### src/rtl/maindec_mc_hs.sv
// Multicycle main decoder with ADI, JAL link, HALT and a mem_req/mem_ready stall handshake.
// Optional MAINDEC_ILLEGAL_TRAP_EN: undefined opcodes trap to HALT and set a sticky illegal_op.
module maindec_mc_hs #(
  parameter int unsigned OP_W    = 4,
  parameter int unsigned ALUOP_W = 2,
  parameter logic [3:0]  OP_ADI  = 4'b1000,
  parameter logic [3:0]  OP_HLT  = 4'b1111
) (
  input  logic               clk,
  input  logic               reset,
  input  logic [OP_W-1:0]    op,
  input  logic               mem_ready,
  output logic               pcwrite,
  output logic               memwrite,
  output logic               irwrite,
  output logic               regwrite,
  output logic               alusrca,
  output logic               branch,
  output logic               iord,
  output logic               memtoreg,
  output logic               regdst,
  output logic               link,
  output logic [1:0]         alusrcb,
  output logic [1:0]         pcsrc,
  output logic [ALUOP_W-1:0] aluop,
  output logic               mem_req,
  output logic               halted,
  output logic               illegal_op,
  output logic [4:0]         state
);

  typedef enum logic [4:0] {
    S_FETCH   = 5'h00,
    S_DECODE  = 5'h01,
    S_MEMADR  = 5'h02,
    S_MEMRD   = 5'h03,
    S_MEMWB   = 5'h04,
    S_MEMWR   = 5'h05,
    S_EXECUTE = 5'h06,
    S_ALUWB   = 5'h07,
    S_BRANCH  = 5'h08,
    S_ADIEX   = 5'h09,
    S_ADIWB   = 5'h0A,
    S_JUMP    = 5'h0B,
    S_HALT    = 5'h0C
  } state_t;

  typedef struct packed {
    logic       pcwrite;
    logic       regwrite;
    logic       alusrca;
    logic       branch;
    logic       iord;
    logic       memtoreg;
    logic       regdst;
    logic       link;
    logic       mem_req;
    logic       halted;
    logic [1:0] alusrcb;
    logic [1:0] pcsrc;
    logic [1:0] aluop;
  } ctl_t;

  localparam logic [OP_W-1:0] OPC_RMAX = OP_W'(3);
  localparam logic [OP_W-1:0] OPC_LW   = OP_W'(4);
  localparam logic [OP_W-1:0] OPC_SW   = OP_W'(5);
  localparam logic [OP_W-1:0] OPC_BEQ  = OP_W'(6);
  localparam logic [OP_W-1:0] OPC_JAL  = OP_W'(7);
  localparam logic [OP_W-1:0] OPC_ADI  = OP_W'(OP_ADI);
  localparam logic [OP_W-1:0] OPC_HLT  = OP_W'(OP_HLT);

  // Moore part of the control word; the mem_ready-qualified strobes are added at the outputs.
  function automatic ctl_t decode_ctl(input state_t s);
    ctl_t c;
    c = '0;
    case (s)
      S_FETCH:   begin c.mem_req = 1'b1; c.alusrcb = 2'b01; end
      S_DECODE:  c.alusrcb = 2'b11;
      S_MEMADR:  begin c.alusrca = 1'b1; c.alusrcb = 2'b10; end
      S_MEMRD:   begin c.mem_req = 1'b1; c.iord = 1'b1; end
      S_MEMWB:   begin c.regwrite = 1'b1; c.memtoreg = 1'b1; end
      S_MEMWR:   begin c.mem_req = 1'b1; c.iord = 1'b1; end
      S_EXECUTE: begin c.alusrca = 1'b1; c.aluop = 2'b10; end
      S_ALUWB:   begin c.regwrite = 1'b1; c.regdst = 1'b1; end
      S_BRANCH:  begin c.alusrca = 1'b1; c.branch = 1'b1; c.pcsrc = 2'b01; c.aluop = 2'b01; end
      S_ADIEX:   begin c.alusrca = 1'b1; c.alusrcb = 2'b10; end
      S_ADIWB:   c.regwrite = 1'b1;
      S_JUMP:    begin c.pcwrite = 1'b1; c.pcsrc = 2'b10; c.regwrite = 1'b1; c.link = 1'b1; end
      S_HALT:    c.halted = 1'b1;
      default:   c = '0;
    endcase
    return c;
  endfunction

  state_t state_q, state_d;
  ctl_t   ctl_q;
`ifdef MAINDEC_ILLEGAL_TRAP_EN
  logic   illegal_q;
  logic   trap_d;
`endif

  always_comb begin
    state_d = state_q;
`ifdef MAINDEC_ILLEGAL_TRAP_EN
    trap_d  = 1'b0;
`endif
    case (state_q)
      S_FETCH:  if (mem_ready) state_d = S_DECODE;
      S_DECODE: begin
        if (op <= OPC_RMAX)                   state_d = S_EXECUTE;
        else if (op == OPC_LW || op == OPC_SW) state_d = S_MEMADR;
        else if (op == OPC_BEQ)               state_d = S_BRANCH;
        else if (op == OPC_JAL)               state_d = S_JUMP;
        else if (op == OPC_ADI)               state_d = S_ADIEX;
        else if (op == OPC_HLT)               state_d = S_HALT;
        else begin
`ifdef MAINDEC_ILLEGAL_TRAP_EN
          state_d = S_HALT;
          trap_d  = 1'b1;
`else
          state_d = S_FETCH;
`endif
        end
      end
      S_MEMADR:  state_d = (op == OPC_SW) ? S_MEMWR : S_MEMRD;
      S_MEMRD:   if (mem_ready) state_d = S_MEMWB;
      S_MEMWB:   state_d = S_FETCH;
      S_MEMWR:   if (mem_ready) state_d = S_FETCH;
      S_EXECUTE: state_d = S_ALUWB;
      S_ALUWB:   state_d = S_FETCH;
      S_BRANCH:  state_d = S_FETCH;
      S_ADIEX:   state_d = S_ADIWB;
      S_ADIWB:   state_d = S_FETCH;
      S_JUMP:    state_d = S_FETCH;
      S_HALT:    state_d = S_HALT;
      default:   state_d = S_FETCH;
    endcase
  end

  // Control word is registered from the next state so it lines up with state_q.
  always_ff @(posedge clk) begin
    if (reset) begin
      state_q   <= S_FETCH;
      ctl_q     <= decode_ctl(S_FETCH);
`ifdef MAINDEC_ILLEGAL_TRAP_EN
      illegal_q <= 1'b0;
`endif
    end else begin
      state_q   <= state_d;
      ctl_q     <= decode_ctl(state_d);
`ifdef MAINDEC_ILLEGAL_TRAP_EN
      if (trap_d) illegal_q <= 1'b1;
`endif
    end
  end

  assign pcwrite  = ctl_q.pcwrite | ((state_q == S_FETCH) & mem_ready);
  assign irwrite  = (state_q == S_FETCH) & mem_ready;
  assign memwrite = (state_q == S_MEMWR) & mem_ready;
  assign regwrite = ctl_q.regwrite;
  assign alusrca  = ctl_q.alusrca;
  assign branch   = ctl_q.branch;
  assign iord     = ctl_q.iord;
  assign memtoreg = ctl_q.memtoreg;
  assign regdst   = ctl_q.regdst;
  assign link     = ctl_q.link;
  assign alusrcb  = ctl_q.alusrcb;
  assign pcsrc    = ctl_q.pcsrc;
  assign aluop    = ALUOP_W'(ctl_q.aluop);
  assign mem_req  = ctl_q.mem_req;
  assign halted   = ctl_q.halted;
  assign state    = state_q;
`ifdef MAINDEC_ILLEGAL_TRAP_EN
  assign illegal_op = illegal_q;
`else
  assign illegal_op = 1'b0;
`endif

endmodule
### config.mk
export PLATFORM = sky130hd
export DESIGN_NAME = maindec_mc_hs
export DESIGN_NICKNAME = d
export VERILOG_FILES = /design/src/rtl/maindec_mc_hs.sv
export SDC_FILE = /design/constraint.sdc
export NUM_CORES = 1
export LEC_CHECK = 0
export BUFFER_PORTS_ARGS = -buffer_cell sky130_fd_sc_hd__buf_2
export CAP_MARGIN = 20
export CORE_MARGIN = 2
export CORE_UTILIZATION = 53
export CTS_CLUSTER_SIZE = 28
export DETAILED_ROUTE_END_ITERATION = 6
export GPL_ROUTABILITY_DRIVEN = 0
export PLACE_DENSITY_LB_ADDON = 0.2
export SLEW_MARGIN = 25
export SYNTH_ARGS = -nofsm -noshare
export SYNTH_HDL_FRONTEND = slang
export SYNTH_SLANG_ARGS = --single-unit
### constraint.sdc
create_clock -name clk -period 6.16 [get_ports clk]
set_input_delay 0.308 -clock clk [delete_from_list [all_inputs] [get_ports clk]]
set_output_delay 0.308 -clock clk [all_outputs]
set_load 0.02 [all_outputs]
==> flow_summary_export.csv <==
group,metric,value,unit
synth,synth.distinct_cells,45,
critical_path,path_class,"reg2reg",
critical_path,critical_path_arrival,2.46,ns
routing,num_vias,855,
timing,fmax,0.440,GHz
synth,ys_seq_elements,18,
timing,tightest_slew,0.579,ns
finish,syn_to_final_growth,15.2,%
synth,synth_edf_count,0,
routing,drtIter0Drc,14,
synth,ys.flop_type,"dfxtp_1",
routing,drt-total-wl,1.92,mm
synth,yosys_warnings,0,
floorplanning,die_h,46.9,µm
cts,cts_max_path_buffers,2,
power,p_leak,0.000493,µW
timing,finalSetupTns,0,ns
finish,final_area,1120,µm²
cts,cts_buffers,3,
floorplanning,die_w,46.9,µm
grt,overflow,0,
hold_path,min_path_type,"in2reg",
timing,relSlewSlack,61.1,%
finish,largest_register_ffs,5,
grt,grt_pass1_wl,3.01,mm
finish,fin_cells,160,
power,p_per_area,182,nW/µm²
synth,async_reset_ff_share,0,%
finish,nets,144,
finish,seq_area,360,µm²
timing,timing.final.crit_share,36.9,%
routing,drtPass1Iterations,4,
timing,hold_viol,0,
cts,clk_latency,0.29,ns
cts,cts-root-buf,"clkbuf_4",
critical_path,crit_path_start_kind,"flop",
power,power_switching,52.2,µW
cts,ctsHoldBuffers,0,
timing,skew,0.00177,ns
timing,rsz0062_at_grt,"false",
grt,antenna_found_initial,0,
floorplanning,core,1730,µm²
timing,final_max_slew_viol_count,0,
synth,yosysSeqAreaShare,37.0,%
synth,avgSynthCellArea,8.69,µm²
cts,cts_sinks,18,
finish,num-fill-cells,174,
placement,dp_cells,157,
finish,multi_input_area,551,µm²
synth,syn_inst,112,
cts,htree_levels,1,
placement,place_area,1100,µm²
routing,wl_per_cell,12.0,µm
job,max-cap-violations,0,
timing,final.min_clock_period,2.28,ns
routing,drc_errors,0,
grt,grt.total_usage,19.5,%
cts,clk_pin_slew,0.09,ns
power,vdd_drop_max,0.000153,V
finish,antennaDiodeCount,0,
cts,ctsResizeCount,0,
power,clkPwrFrac,26.5,%
cts,cts_setup_buffers,0,
placement,io_buffer_count,29,
floorplanning,rows,15,
grt,grt_max_degree,15,
power,seqPwrFrac,59.5,%
placement,hpwl,1.44,mm
power,internal_power,152,µW
timing,setup_viol,0,
finish,drive_above_1_share,29.6,%
routing,viasPerCell,5.34,
cts,cts_tree,"built",
critical_path,cp_data_required_time,6.34,ns
run_status,status,"finished clean",
power,power_frac_comb,14.0,%
synth,syn_area,973,µm²
floorplanning,dieArea,2200,µm²
timing,timing.hold.ws,0.318,ns
routing,ant_nets,0,
floorplanning,start_util,56.4,%
floorplanning,ios,31,
power,p_sw_share,25.6,%
critical_path,worstPathMaxFanout,14,
critical_path,endpoint_kind,"flop",
grt,first_global_vias,698,
## metrics by stage
| step | total power, µW | utilization (%) | setup WS [ns] |
|---|---|---|---|
| 2_1_floorplan | 144 | - | 3.97 |
| 3_3_place_gp | 152 | 63.6 | 4.00 |
| 3_5_place_dp | 153 | 63.6 | 3.94 |
| 4_1_cts | 207 | 64.9 | 3.90 |
| 5_1_grt | 215 | 64.9 | 3.73 |
| 6_report | 204 | 64.9 | 3.88 |
## cell usage in the layout (no fill, tap or decap), drive strengths merged, types with 2 or more instances in the layout
| master | netlist | final |
|---|---|---|
| or4bb | 2 | 2 |
| nor4 | 2 | 2 |
| or3 | 3 | 3 |
| clkbuf | 4 | 3 |
| nor4b | 3 | 3 |
| buf | 6 | 29 |
| a211oi | 2 | 2 |
| a31oi | 2 | 2 |
| nand3 | 5 | 5 |
| a2111oi | 2 | 2 |
| inv | 3 | 3 |
| nor2 | 12 | 12 |
| nor3 | 2 | 2 |
| nand2b | 7 | 7 |
| nor2b | 4 | 4 |
| dfxtp | 18 | 18 |
| nor3b | 2 | 2 |
| o21ai | 3 | 3 |
| conb | 1 | 2 |
| a21oi | 3 | 3 |
| and2 | 2 | 2 |
| nand2 | 9 | 9 |
## routing by layer
metal	GRT usage, %	wire length, µm	vias up
met1	25.9	859	385
li1	-	-	442
met2	29.9	929	24
met3	6.15	109	4
met4	6.67	26	0
met5	0	0	-
## layout make-up
cell class	instances	area share (%)
clock buffer	3	2.01
inverter	3	1.00
multi-input combinational	82	49.1
sequential	18	32.1
tap	25	2.79
timing repair buffer	29	12.9
## critical path, cell delays in order, from the launching register on
cell      delay, ns
dfxtp_1        0.59
or4b_1         0.54
a211oi_2       0.29
or3_1          0.38
nor2_2         0.11
a211o_1        0.27
## cells in the mapped netlist (all sizes together) (2+ instances only)
cell     number  share of area, %
inv           3               1.2
nand2         9               3.5
buf           6               4.1
nor2b         4               2.6
clkbuf        4               1.5
nand3         5               2.6
dfxtp        18                37
nor2         12               4.9
nor3          2               1.0
a31oi         2               1.3
or3           3               1.9
a21oi         3               1.5
a211oi        2               2.1
nor4b         3               4.9
and2          2               1.3
or4bb         2               2.3
nor4          2               1.3
nand2b        7               4.8
a2111oi       2               3.7
o21ai         3               1.5
nor3b         2               1.5
## worst paths after layout
check	end	startpoint	cells past startpoint	slack, ns
setup / recovery	mem_req	state[1]	5	3.88
hold / removal	alusrca	reset	2	0.32
setup reg to reg	mem_req	state[1]	5	3.88
hold reg to reg	regdst	state[1]	2	0.70
## power by group through the flow
stage          registers [µW]  clock network, µW  logic (µW)
3_5_place_dp              124                  0        28.5
6_report                  121               54.2        28.6
5_1_grt                   122               61.8        31.4
3_3_place_gp              124                  0        28.0
2_1_floorplan             126                  0        18.1
4_1_cts                   121               56.6        28.7
## kinds of logic (layout without fill, tap and decap cells)
family | after synthesis | in the layout | synth area share (%)
AOI/OAI and AO/OA | 18 | 18 | 15.9
xor gates and xnor gates | 1 | 1 | 0.900
buffers and inverters | 13 | 35 | 6.81
DFF | 18 | 18 | 37.0
other | 1 | 2 | 0.385
and+or+nand+nor | 61 | 61 | 38.9
(Power assumes the default switching activity.)
